File: config.mk
export PLATFORM = sky130hd
export DESIGN_NAME = oh_absacc
export DESIGN_NICKNAME = d
export VERILOG_FILES = /design/src/rtl/oh_absacc.sv
export SDC_FILE = /design/constraint.sdc
export NUM_CORES = 1
export LEC_CHECK = 0
export BUFFER_PORTS_ARGS = -buffer_cell sky130_fd_sc_hd__buf_2
export CAP_MARGIN = 20
export CELL_PAD_IN_SITES_DETAIL_PLACEMENT = 1
export CELL_PAD_IN_SITES_GLOBAL_PLACEMENT = 1
export CORE_ASPECT_RATIO = 1.1
export CORE_UTILIZATION = 49
export CTS_BUF_LIST = sky130_fd_sc_hd__clkbuf_8
export CTS_CLUSTER_DIAMETER = 30
export DETAILED_ROUTE_END_ITERATION = 10
export PLACE_DENSITY_LB_ADDON = 0.08
export SLEW_MARGIN = 20
export SYNTH_ARGS = -nofsm -noshare
export SYNTH_HDL_FRONTEND = slang
export SYNTH_SLANG_ARGS = --single-unit
File: constraint.sdc
create_clock -name clk -period 9.25 [get_ports clk]
set_clock_uncertainty 0.2 [all_clocks]
set_input_delay 1.3875 -clock clk [delete_from_list [all_inputs] [get_ports clk]]
set_output_delay 1.3875 -clock clk [all_outputs]
set_load 0.01 [all_outputs]
File: src/rtl/oh_absacc.sv
// oh_absacc: streaming absolute-value accumulator with per-frame result and sticky flags.
// Define OH_ABSACC_SAT_EN to clamp the accumulator at 2^M-1 on overflow instead of wrapping.
`default_nettype none

module oh_absacc #(
   parameter int N = 32,
   parameter int M = 48,
   parameter int C = 16
) (
   input  logic         clk,
   input  logic         reset,
   input  logic         in_valid,
   output logic         in_ready,
   input  logic [N-1:0] in,
   input  logic         in_last,
   output logic         out_valid,
   input  logic         out_ready,
   output logic [M-1:0] out,
   output logic [C-1:0] out_count,
   output logic         out_minneg,
   output logic         out_ovf
);

   logic         r_s1_valid;
   logic [N-1:0] r_s1_mag;
   logic         r_s1_last;
   logic         r_s1_minneg;

   logic [M-1:0] r_acc;
   logic [C-1:0] r_cnt;
   logic         r_minneg_s;
   logic         r_ovf_s;

   logic         r_out_valid;
   logic [M-1:0] r_out;
   logic [C-1:0] r_out_count;
   logic         r_out_minneg;
   logic         r_out_ovf;

   logic         w_stall;
   logic         w_s1_adv;
   logic         w_in_xfer;
   logic [N-1:0] w_mag;
   logic         w_minneg;
   logic [M:0]   w_sum;
   logic         w_carry;
   logic [M-1:0] w_acc_nxt;
   logic         w_cnt_full;
   logic [C-1:0] w_cnt_nxt;
   logic         w_minneg_nxt;
   logic         w_ovf_nxt;

   // Only a frame-ending sample that cannot hand off its result holds the pipe.
   assign w_stall   = r_s1_valid & r_s1_last & r_out_valid & ~out_ready;
   assign in_ready  = ~reset & ~w_stall;
   assign w_s1_adv  = r_s1_valid & ~w_stall;
   assign w_in_xfer = in_valid & in_ready;

   assign w_mag    = in[N-1] ? (~in + {{(N-1){1'b0}}, 1'b1}) : in;
   assign w_minneg = (in == {1'b1, {(N-1){1'b0}}});

   assign w_sum   = {1'b0, r_acc} + {{(M+1-N){1'b0}}, r_s1_mag};
   assign w_carry = w_sum[M];
`ifdef OH_ABSACC_SAT_EN
   assign w_acc_nxt = w_carry ? {M{1'b1}} : w_sum[M-1:0];
`else
   assign w_acc_nxt = w_sum[M-1:0];
`endif

   assign w_cnt_full   = &r_cnt;
   assign w_cnt_nxt    = w_cnt_full ? r_cnt : (r_cnt + {{(C-1){1'b0}}, 1'b1});
   assign w_minneg_nxt = r_minneg_s | r_s1_minneg;
   assign w_ovf_nxt    = r_ovf_s | w_carry | w_cnt_full;

   always_ff @(posedge clk) begin
      if (reset) begin
         r_s1_valid  <= 1'b0;
         r_s1_mag    <= '0;
         r_s1_last   <= 1'b0;
         r_s1_minneg <= 1'b0;
      end else if (w_in_xfer) begin
         r_s1_valid  <= 1'b1;
         r_s1_mag    <= w_mag;
         r_s1_last   <= in_last;
         r_s1_minneg <= w_minneg;
      end else if (w_s1_adv) begin
         r_s1_valid  <= 1'b0;
      end
   end

   always_ff @(posedge clk) begin
      if (reset) begin
         r_acc      <= '0;
         r_cnt      <= '0;
         r_minneg_s <= 1'b0;
         r_ovf_s    <= 1'b0;
      end else if (w_s1_adv) begin
         if (r_s1_last) begin
            r_acc      <= '0;
            r_cnt      <= '0;
            r_minneg_s <= 1'b0;
            r_ovf_s    <= 1'b0;
         end else begin
            r_acc      <= w_acc_nxt;
            r_cnt      <= w_cnt_nxt;
            r_minneg_s <= w_minneg_nxt;
            r_ovf_s    <= w_ovf_nxt;
         end
      end
   end

   // A new result may load in the same cycle the previous one is consumed.
   always_ff @(posedge clk) begin
      if (reset) begin
         r_out_valid  <= 1'b0;
         r_out        <= '0;
         r_out_count  <= '0;
         r_out_minneg <= 1'b0;
         r_out_ovf    <= 1'b0;
      end else if (w_s1_adv & r_s1_last) begin
         r_out_valid  <= 1'b1;
         r_out        <= w_acc_nxt;
         r_out_count  <= w_cnt_nxt;
         r_out_minneg <= w_minneg_nxt;
         r_out_ovf    <= w_ovf_nxt;
      end else if (out_ready) begin
         r_out_valid  <= 1'b0;
      end
   end

   assign out_valid  = r_out_valid;
   assign out        = r_out;
   assign out_count  = r_out_count;
   assign out_minneg = r_out_minneg;
   assign out_ovf    = r_out_ovf;

endmodule

`default_nettype wire
# == After elaboration in Yosys (flattened, before gate mapping) ==
# Index checks and enable logic that the tools add are counted.
# totals
register_bits,168
output_inout_bits,68
wordCells,44
# op_classes
addsub,3
eq_ne,1
n_mux,10
bitwise,14
n_reduce_logical,3
# op_table
cell,n
adder 48 x 32 -> 49 bit,1
2-to-1 mux 48 bit,1
"adder 32 x 1 -> 32 bit, second input constant",1
"== test 32 bit, second input constant",1
2-to-1 mux 16 bit,2
2-to-1 mux 32 bit,1
inverter 32 bit,1
"adder 16 x 1 -> 16 bit, second input constant",1
AND reduction 16 bit,1
AND 1 bit,7
2-to-1 mux 1 bit,6
nonzero test 2 bit,2
inverter 1 bit,3
OR 1 bit,3

# == Depth between registers and ports, before layout ==
# Gate-level depths: netlist of the first run.
# logic_depth
word_depth,7
depth_mapped,13
depth_no_buf,12

# == Worst setup path before layout of the first run ==
# Ideal clock, no wire load.
# synth_timing
path_kind,input port to flip-flop
start,input in[6]
end,register r_s1_mag[27]
setup_time_ps,125
arrival_time_ps,4226
required_ps,8925
path_slack_ps,4699
path_stages,9
n_path_buf,0
cell_sequence,or4_4 -> or3_4 -> or4_4 -> or2_1 -> or3_4 -> or4_4 -> o41ai_4 -> xor2_1 -> o21ai_1
# synth_between
elab_chain_len,3
# synth_rtl
element,line_no,rtl
from (decl),14,"input logic [N-1:0] in,"
inverter 32 bit,59,"assign w_mag = in[N-1] ? (~in + {{(N-1){1'b0}}, 1'b1}) : in;"
adder 32 x 1 -> 32 bit,59,
2-to-1 mux 32 bit,59,
to (signal assigned),83,r_s1_mag <= w_mag;
to (decl),25,logic [N-1:0] r_s1_mag;
# Every way passes these cells.
# A chain may end at the register's enable or synchronous reset.

# == Final worst setup path of the first run ==
# layout_timing
start,input in[6]
end,register r_s1_mag[30]
# Same word-level chain as after synthesis.

==> results of run 1 <==
[state kept, by name, indices dropped and copies added, names as in the netlist]
name and flops:
out_ovf 1, out_minneg 1, out_valid 1, r_acc 48
out_count 16, r_s1_last 1, r_s1_mag 32, r_s1_minneg 1
r_s1_valid 1, out 48, r_ovf_s 1, r_cnt 16
r_minneg_s 1
[synth_stat cells, types with 5 or more instances]
library cell and count:
a211oi_1 33, a21o_1 16, a21oi_1 101, a22oi_1 26, a311oi_1 6, a31o_2 6
a31oi_1 13, and3_1 11, buf_1 7, clkbuf_1 68, dfxtp_1 168, ha_1 34
inv_1 15, nand2_1 131, nand2b_1 5, nand3_1 48, nand4_1 11, nor2_1 127
nor3_1 27, nor4_1 7, o21a_1 5, o21ai_0 71, o21ai_1 5, o31ai_1 19
or3_1 9, or4_1 9, xnor2_1 31, xor2_1 52
[metal layers]
layer,up-vias,global-route usage [%]
met5,-,0
met4,0,9.91
met3,38,3.93
met2,143,52.3
met1,4063,33.1
li1,4120,-
[path summary, 6_finish.rpt]
check	slack (ns)	startpoint	to
setup / recovery	4.59	in[6]	r_s1_mag[30]$_SDFFE_PP0P_
hold / removal	0.25	out[0]$_SDFFE_PP0P_	out[0]$_SDFFE_PP0P_
setup reg to reg	5.23	r_s1_mag[6]$_SDFFE_PP0P_	out[45]$_SDFFE_PP0P_
hold reg to reg	0.25	out[0]$_SDFFE_PP0P_	out[0]$_SDFFE_PP0P_
[report_power, final]
group          internal, mW  total, mW  switching, mW
Combinational        0.0671      0.197          0.130
Sequential            0.748      0.766         0.0178
Clock                 0.252      0.534          0.282
Total                  1.07       1.50          0.429
[worst reg2reg max path, stage by stage (launching register included)]
cell and delay (ns):
dfxtp_1 0.35, ha_1 0.39, o21ai_0 0.15, a2111oi_0 0.57
o21ai_0 0.24, a31oi_1 0.53, a21oi_1 0.24, o21ai_2 0.61
nand4_1 0.23, xor2_1 0.19, a211oi_1 0.23
[cells in the final DEF (no fill, tap or decap), types with 19 or more instances in the layout]
master | netlist | layout
a211oi_1 | 33 | 33
a21oi_1 | 101 | 101
a22oi_1 | 26 | 26
buf_2 | 0 | 103
clkbuf_8 | 0 | 19
dfxtp_1 | 168 | 168
ha_1 | 34 | 34
inv_1 | 15 | 19
nand2_1 | 131 | 129
nand3_1 | 48 | 48
nor2_1 | 127 | 127
nor3_1 | 27 | 27
o21ai_0 | 71 | 71
o31ai_1 | 19 | 19
xnor2_1 | 31 | 31
xor2_1 | 52 | 52
[cells by family (layout without fill, tap and decap cells)]
logic type	Yosys count	after routing	share of synthesized area, %
mux	5	5	0.578
compound gates	331	331	23.7
fa+ha+maj	35	35	5.02
buf+inv	91	160	3.85
xor+xnor	83	83	8.19
flops	168	168	37.9
simple gates	405	405	20.8
[metrics by stage]
| step | setup WS [ns] | hold WS, ns | utilization, % | area, sq um | total power [mW] |
|---|---|---|---|---|---|
| after detailed placement | 4.06 | 0.244 | 53.4 | 9480 | 0.977 |
| after floorplan | 4.70 | 0.229 | - | 8870 | 0.910 |
| after CTS | 4.53 | 0.256 | 55.6 | 9870 | 1.51 |
| after global routing | 4.41 | 0.282 | 55.7 | 9880 | 1.56 |
| final | 4.59 | 0.254 | 55.7 | 9880 | 1.50 |
| after global placement | 4.23 | 0.241 | 53.4 | 9480 | 0.971 |
[layout make-up]
type,count,area [sq um],share of cell area (%)
tap,238,298,3.02
clock buffer,19,262,2.65
clock inverter,13,131,1.33
sequential,168,3360,34.1
inverter,16,60.1,0.608
multi-input combinational,859,5180,52.4
timing repair buffer,112,583,5.90
==> out/results.ini, run 1 <==
[run_status]
status = complete, no violations

[synth]
async_flop_share_pct = 0
synth-seq-cells = 168
syn_inst = 1118
synth_area_leaders = dfxtp_1 38%, a21oi_1 5.7%, nand2_1 5.5%
synth-edff-count = 0
yosysTopAreaCellShare_pct = 37.9
synth-seq-area-share_pct = 37.9
yosysTopAreaCell = dfxtp_1
ys_warn_count = 0
synth.net_count = 1190
syn_area_per_cell_sq_um = 7.94
synth_top_flop_cell = dfxtp_1
synth.cell_area_sq_um = 8870
synth_cell_types = 58

[route]
top_layer = met4
viasPerCell = 5.87
drt_first_iter_violations = 361
ant_nets = 0
met1_length_um = 11200
drt-wirelength-per-cell_um = 17.8
vias = 8364
met3WireLength_um = 650
met2_length_um = 13100
drcViolationCount = 0
first_pass_iters = 4
drt-total-wl_um = 25400

[power]
power_density_nw_per_um2 = 152
ir_worst_vdd_v = 0.0000885
p_leak_nw = 3.93

[critical_path]
crit_buf_inv = 1
cpMaxStageDelayCell = or4_1
worstPathArrival_ns = 4.79
worst-path-stages = 10
startpoint_type = primary input
cp_top_family = simple AND/OR/NAND/NOR gates
cp_common_cell = or4_1
setup.worst_path.end_class = flop
crit_type = primary input to flop
worstPathRequired_ns = 9.38
critPathMaxStageDelay_ns = 0.56
r2r_cells = 10
path_cells = buf_2 -> or4_4 -> or3_4 -> or4_1 -> nor4_1 -> nand3_1 -> or4_1 -> o41ai_1 -> xor2_1 -> o21ai_0
critPathMaxFanout = 5

[final_layout]
area_delta_synth_final_pct = 11.3
antenna_cells = 0
layout-drive-gt1-share_pct = 13.5
final_cells = 1425
fillers = 2298
fin_nets = 1246

[global_route]
track_usage_pct = 28.4
antenna_found_initial = 0
grt_pass1_vias = 8398
gr-total-overflow = 0
grt_pass1_wl_um = 41600
grt_max_degree = 74

[cts]
clkTransAtPathRegs_ns = 0.09
cts_root_buf = clkbuf_8
clock_path_buffers = 2
postCtsSetupRepairBufs = 0
hold_buffers = 0
clkLatencyLatePin_ns = 0.47
htreeDepth = 4
cts.repair.resized = 0
cts_sinks = 168
cts_tree = done
cts-buffers-inserted = 17

[placement]
hpwl_um = 18000
port_buffers = 104
routabilityCongestion = 0.912
dp_cells = 1393

[floorplan]
dieArea_sq_um = 18700
core_sq_um = 17700
initial_core_util_pct = 50.0
die_w_um = 130
num_rows = 51
io_pins = 105
die_y_um = 143

[sta]
tightest_slew_ns = 1.08
setup_viol = 0
finalCriticalPeriod_ns = 4.66
max_slew_margin_pct = 27.6
slew_viol_final = 0
fmax_ghz = 0.215
fin_setup_tns_ns = 0
hold_viol_final = 0
grt_setup_unrepaired = false
post-route-period-util_pct = 50.4

[hold_path]
whs_path_depth = 2
hold_class = flop to flop

[job]
drv_cap = 0

Note: power is estimated with default switching activity, not from simulation.
==> run 2, diff against run 1 <==
CORE_UTILIZATION = 45   (was 49)
clock period = 4.7 ns   (was 9.25 ns; I/O delays follow)
==> run 2 against run 1 <==
Count of clock-buffer cells in the layout stayed put. Die area is 8.8% higher. Cell area is 0.43% higher. Hold slack gained 0.0014 ns. Power is 100% higher. Combinational power grew 97%. Non-clock buffer count rose by 3. Register-to-register slack got worse by 4.3 ns. Sequential share of layout area decreased by 0.15 points. Via count fell by 1.4%. First-iteration DRC count unchanged. Sequential power increased by 97%. Critical path type is now flop to flop. Largest cell class unchanged.
==> out/results.ini, run 2 (same netlist as run 1, synthesis figures left out) <==
[run_status]
status = complete, no violations

[floorplan]
core_sq_um = 19200  ; +8.4%
dieArea_sq_um = 20300  ; +8.8%
io_pins = 105  ; unchanged
initial_core_util_pct = 46.1  ; -3.9 points
die_y_um = 149  ; +4.3%
num_rows = 53  ; +3.9%
die_w_um = 136  ; +4.3%

[final_layout]
antenna_cells = 0  ; unchanged
final_cell_mix = 168 x dfxtp_1, 129 x nand2_1, 127 x nor2_1
layout-drive-gt1-share_pct = 13.8  ; +0.31 points
area_delta_synth_final_pct = 11.8
multi_input_area_sq_um = 5180  ; unchanged
regArea_sq_um = 3360  ; unchanged
fin_nets = 1249  ; +0.24%
layout_commonest_cell = dfxtp_1
fillers = 2407  ; +4.7%

[global_route]
track_usage_pct = 26.5  ; -1.9 points
antenna_found_initial = 0  ; unchanged
gr-total-overflow = 0  ; unchanged
grt_max_degree = 96  ; +30%
grt_pass1_vias = 8426  ; +0.33%
grt_pass1_wl_um = 42600  ; +2.5%

[critical_path]
worst-path-stages = 11  ; +1
path_cells = ha_1 -> o21ai_0 -> a2111oi_0 -> o21ai_0 -> a31oi_1 -> a21oi_1 -> o21ai_1 -> buf_4 -> nand4_1 -> xor2_1 -> a211oi_1
r2r_cells = 11  ; +1
cpMaxStageDelayCell = a2111oi_0
crit_path_start = r_s1_mag[6]$_SDFFE_PP0P_
critPathMaxFanout = 16  ; +11
startpoint_type = flop
worstPathArrival_ns = 4.00  ; -0.79 ns
r2r_setup_slack_ns = 0.88  ; -4.35 ns
critPathMaxStageDelay_ns = 0.63  ; +0.07 ns
crit_type = flop to flop
r2r_start = r_s1_mag[6]$_SDFFE_PP0P_
cp_common_cell = o21ai_0
r2r_end = out[45]$_SDFFE_PP0P_
cp-endpoint = out[45]$_SDFFE_PP0P_
setup.worst_path.end_class = flop
worstPathRequired_ns = 4.89  ; -4.49 ns
cp_top_family = compound AO/OA/AOI/OAI gates
crit_buf_inv = 1  ; unchanged

[sta]
max_slew_margin_pct = 31.3  ; +3.7 points
hold_ws_ns = 0.255  ; +0.00135 ns
slew_viol_final = 0  ; unchanged
tightest_slew_ns = 1.03  ; -0.0515 ns
grt_setup_unrepaired = false
setup_viol = 0  ; unchanged
post-route-period-util_pct = 81.2
fin_setup_tns_ns = 0  ; unchanged
finalCriticalPeriod_ns = 3.82
fmax_ghz = 0.262
hold_viol_final = 0  ; unchanged

[cts]
cts_root_buf = clkbuf_8
clock_path_buffers = 2  ; unchanged
clkTransAtPathRegs_ns = 0.10  ; about the same
cts-buffers-inserted = 17  ; unchanged
postCtsSetupRepairBufs = 0  ; unchanged
hold_buffers = 0  ; unchanged
clkLatencyLatePin_ns = 0.47  ; about the same
htreeDepth = 4  ; unchanged
cts.repair.resized = 0  ; unchanged
cts_sinks = 168  ; unchanged
cts_tree = done

[route]
vias = 8248  ; -1.4%
drcViolationCount = 0  ; unchanged
drt-wirelength-per-cell_um = 17.6  ; -1.3%
drt-total-wl_um = 25300  ; -0.56%
drt_first_iter_violations = 361  ; unchanged
first_pass_iters = 5  ; +1
ant_nets = 0  ; unchanged
viasPerCell = 5.74  ; -2.1%

[power]
p_leak_nw = 3.95  ; +0.45%
ir_worst_vdd_v = 0.000179  ; +100%
power_density_nw_per_um2 = 301  ; +99%
finalPower_mw = 2.99  ; +100%

[placement]
hpwl_um = 17700  ; -2.0%
port_buffers = 104  ; unchanged
routabilityCongestion = 0.864  ; -5.3%

[hold_path]
hold_class = flop to flop

[job]
drv_cap = 0  ; unchanged

-- run 2: worst min-delay path, cell delays in order (launching register included) --
cell and delay (ns):
dfxtp_1 0.32, nand2_1 0.05, a21oi_1 0.05
-- run 2: metrics by stage --
| step | worst slack, ns | area, sq um | util, % | cells |
|---|---|---|---|---|
| after floorplan | 0.832 | 8870 | - | 1118 |
| after global placement | 0.390 | 9520 | 49.5 | 1405 |
| after detailed placement | 0.342 | 9520 | 49.5 | 1405 |
| after CTS | 0.841 | 9920 | 51.6 | 1436 |
| after global routing | 0.626 | 9920 | 51.6 | 1436 |
| final | 0.883 | 9920 | 51.6 | 1436 |
-- run 2: how the worst min path moves through the flow --
stage | start | cells after the start | endpoint | slack (ns)
2_1_floorplan | r_acc[28]$_SDFFE_PP0P_ | 2 | r_acc[28]$_SDFFE_PP0P_ | 0.23
3_3_place_gp | out[22]$_SDFFE_PP0P_ | 2 | out[22]$_SDFFE_PP0P_ | 0.24
3_5_place_dp | out[22]$_SDFFE_PP0P_ | 2 | out[22]$_SDFFE_PP0P_ | 0.24
4_1_cts | in_valid | 3 | r_s1_valid$_SDFFE_PP0P_ | 0.26
5_1_grt | in_valid | 3 | r_s1_valid$_SDFFE_PP0P_ | 0.28
6_report | out[22]$_SDFFE_PP0P_ | 2 | out[22]$_SDFFE_PP0P_ | 0.25
-- run 2: layout make-up --
| class | count | share of cell area, % |
|---|---|---|
| clock inverter | 12 | 1.41 |
| sequential | 168 | 33.9 |
| timing repair buffer | 115 | 6.11 |
| tap | 247 | 3.12 |
| multi-input combinational | 859 | 52.2 |
| inverter | 16 | 0.606 |
| clock buffer | 19 | 2.64 |
-- run 2: power by group --
group | total [mW] | switching (mW) | internal (mW)
Sequential | 1.51 | 0.0340 | 1.47
Clock | 1.09 | 0.585 | 0.508
Combinational | 0.389 | 0.256 | 0.133
-- run 2: metal layers --
metal / GRT usage (%) / wire length (um) / vias to the layer above
met5: 0 / 0 / -
met2: 45.9 / 12400 / 135
met4: 9.17 / 437 / 0
li1: - / - / 4121
met3: 3.67 / 679 / 30
met1: 33.3 / 11700 / 3962
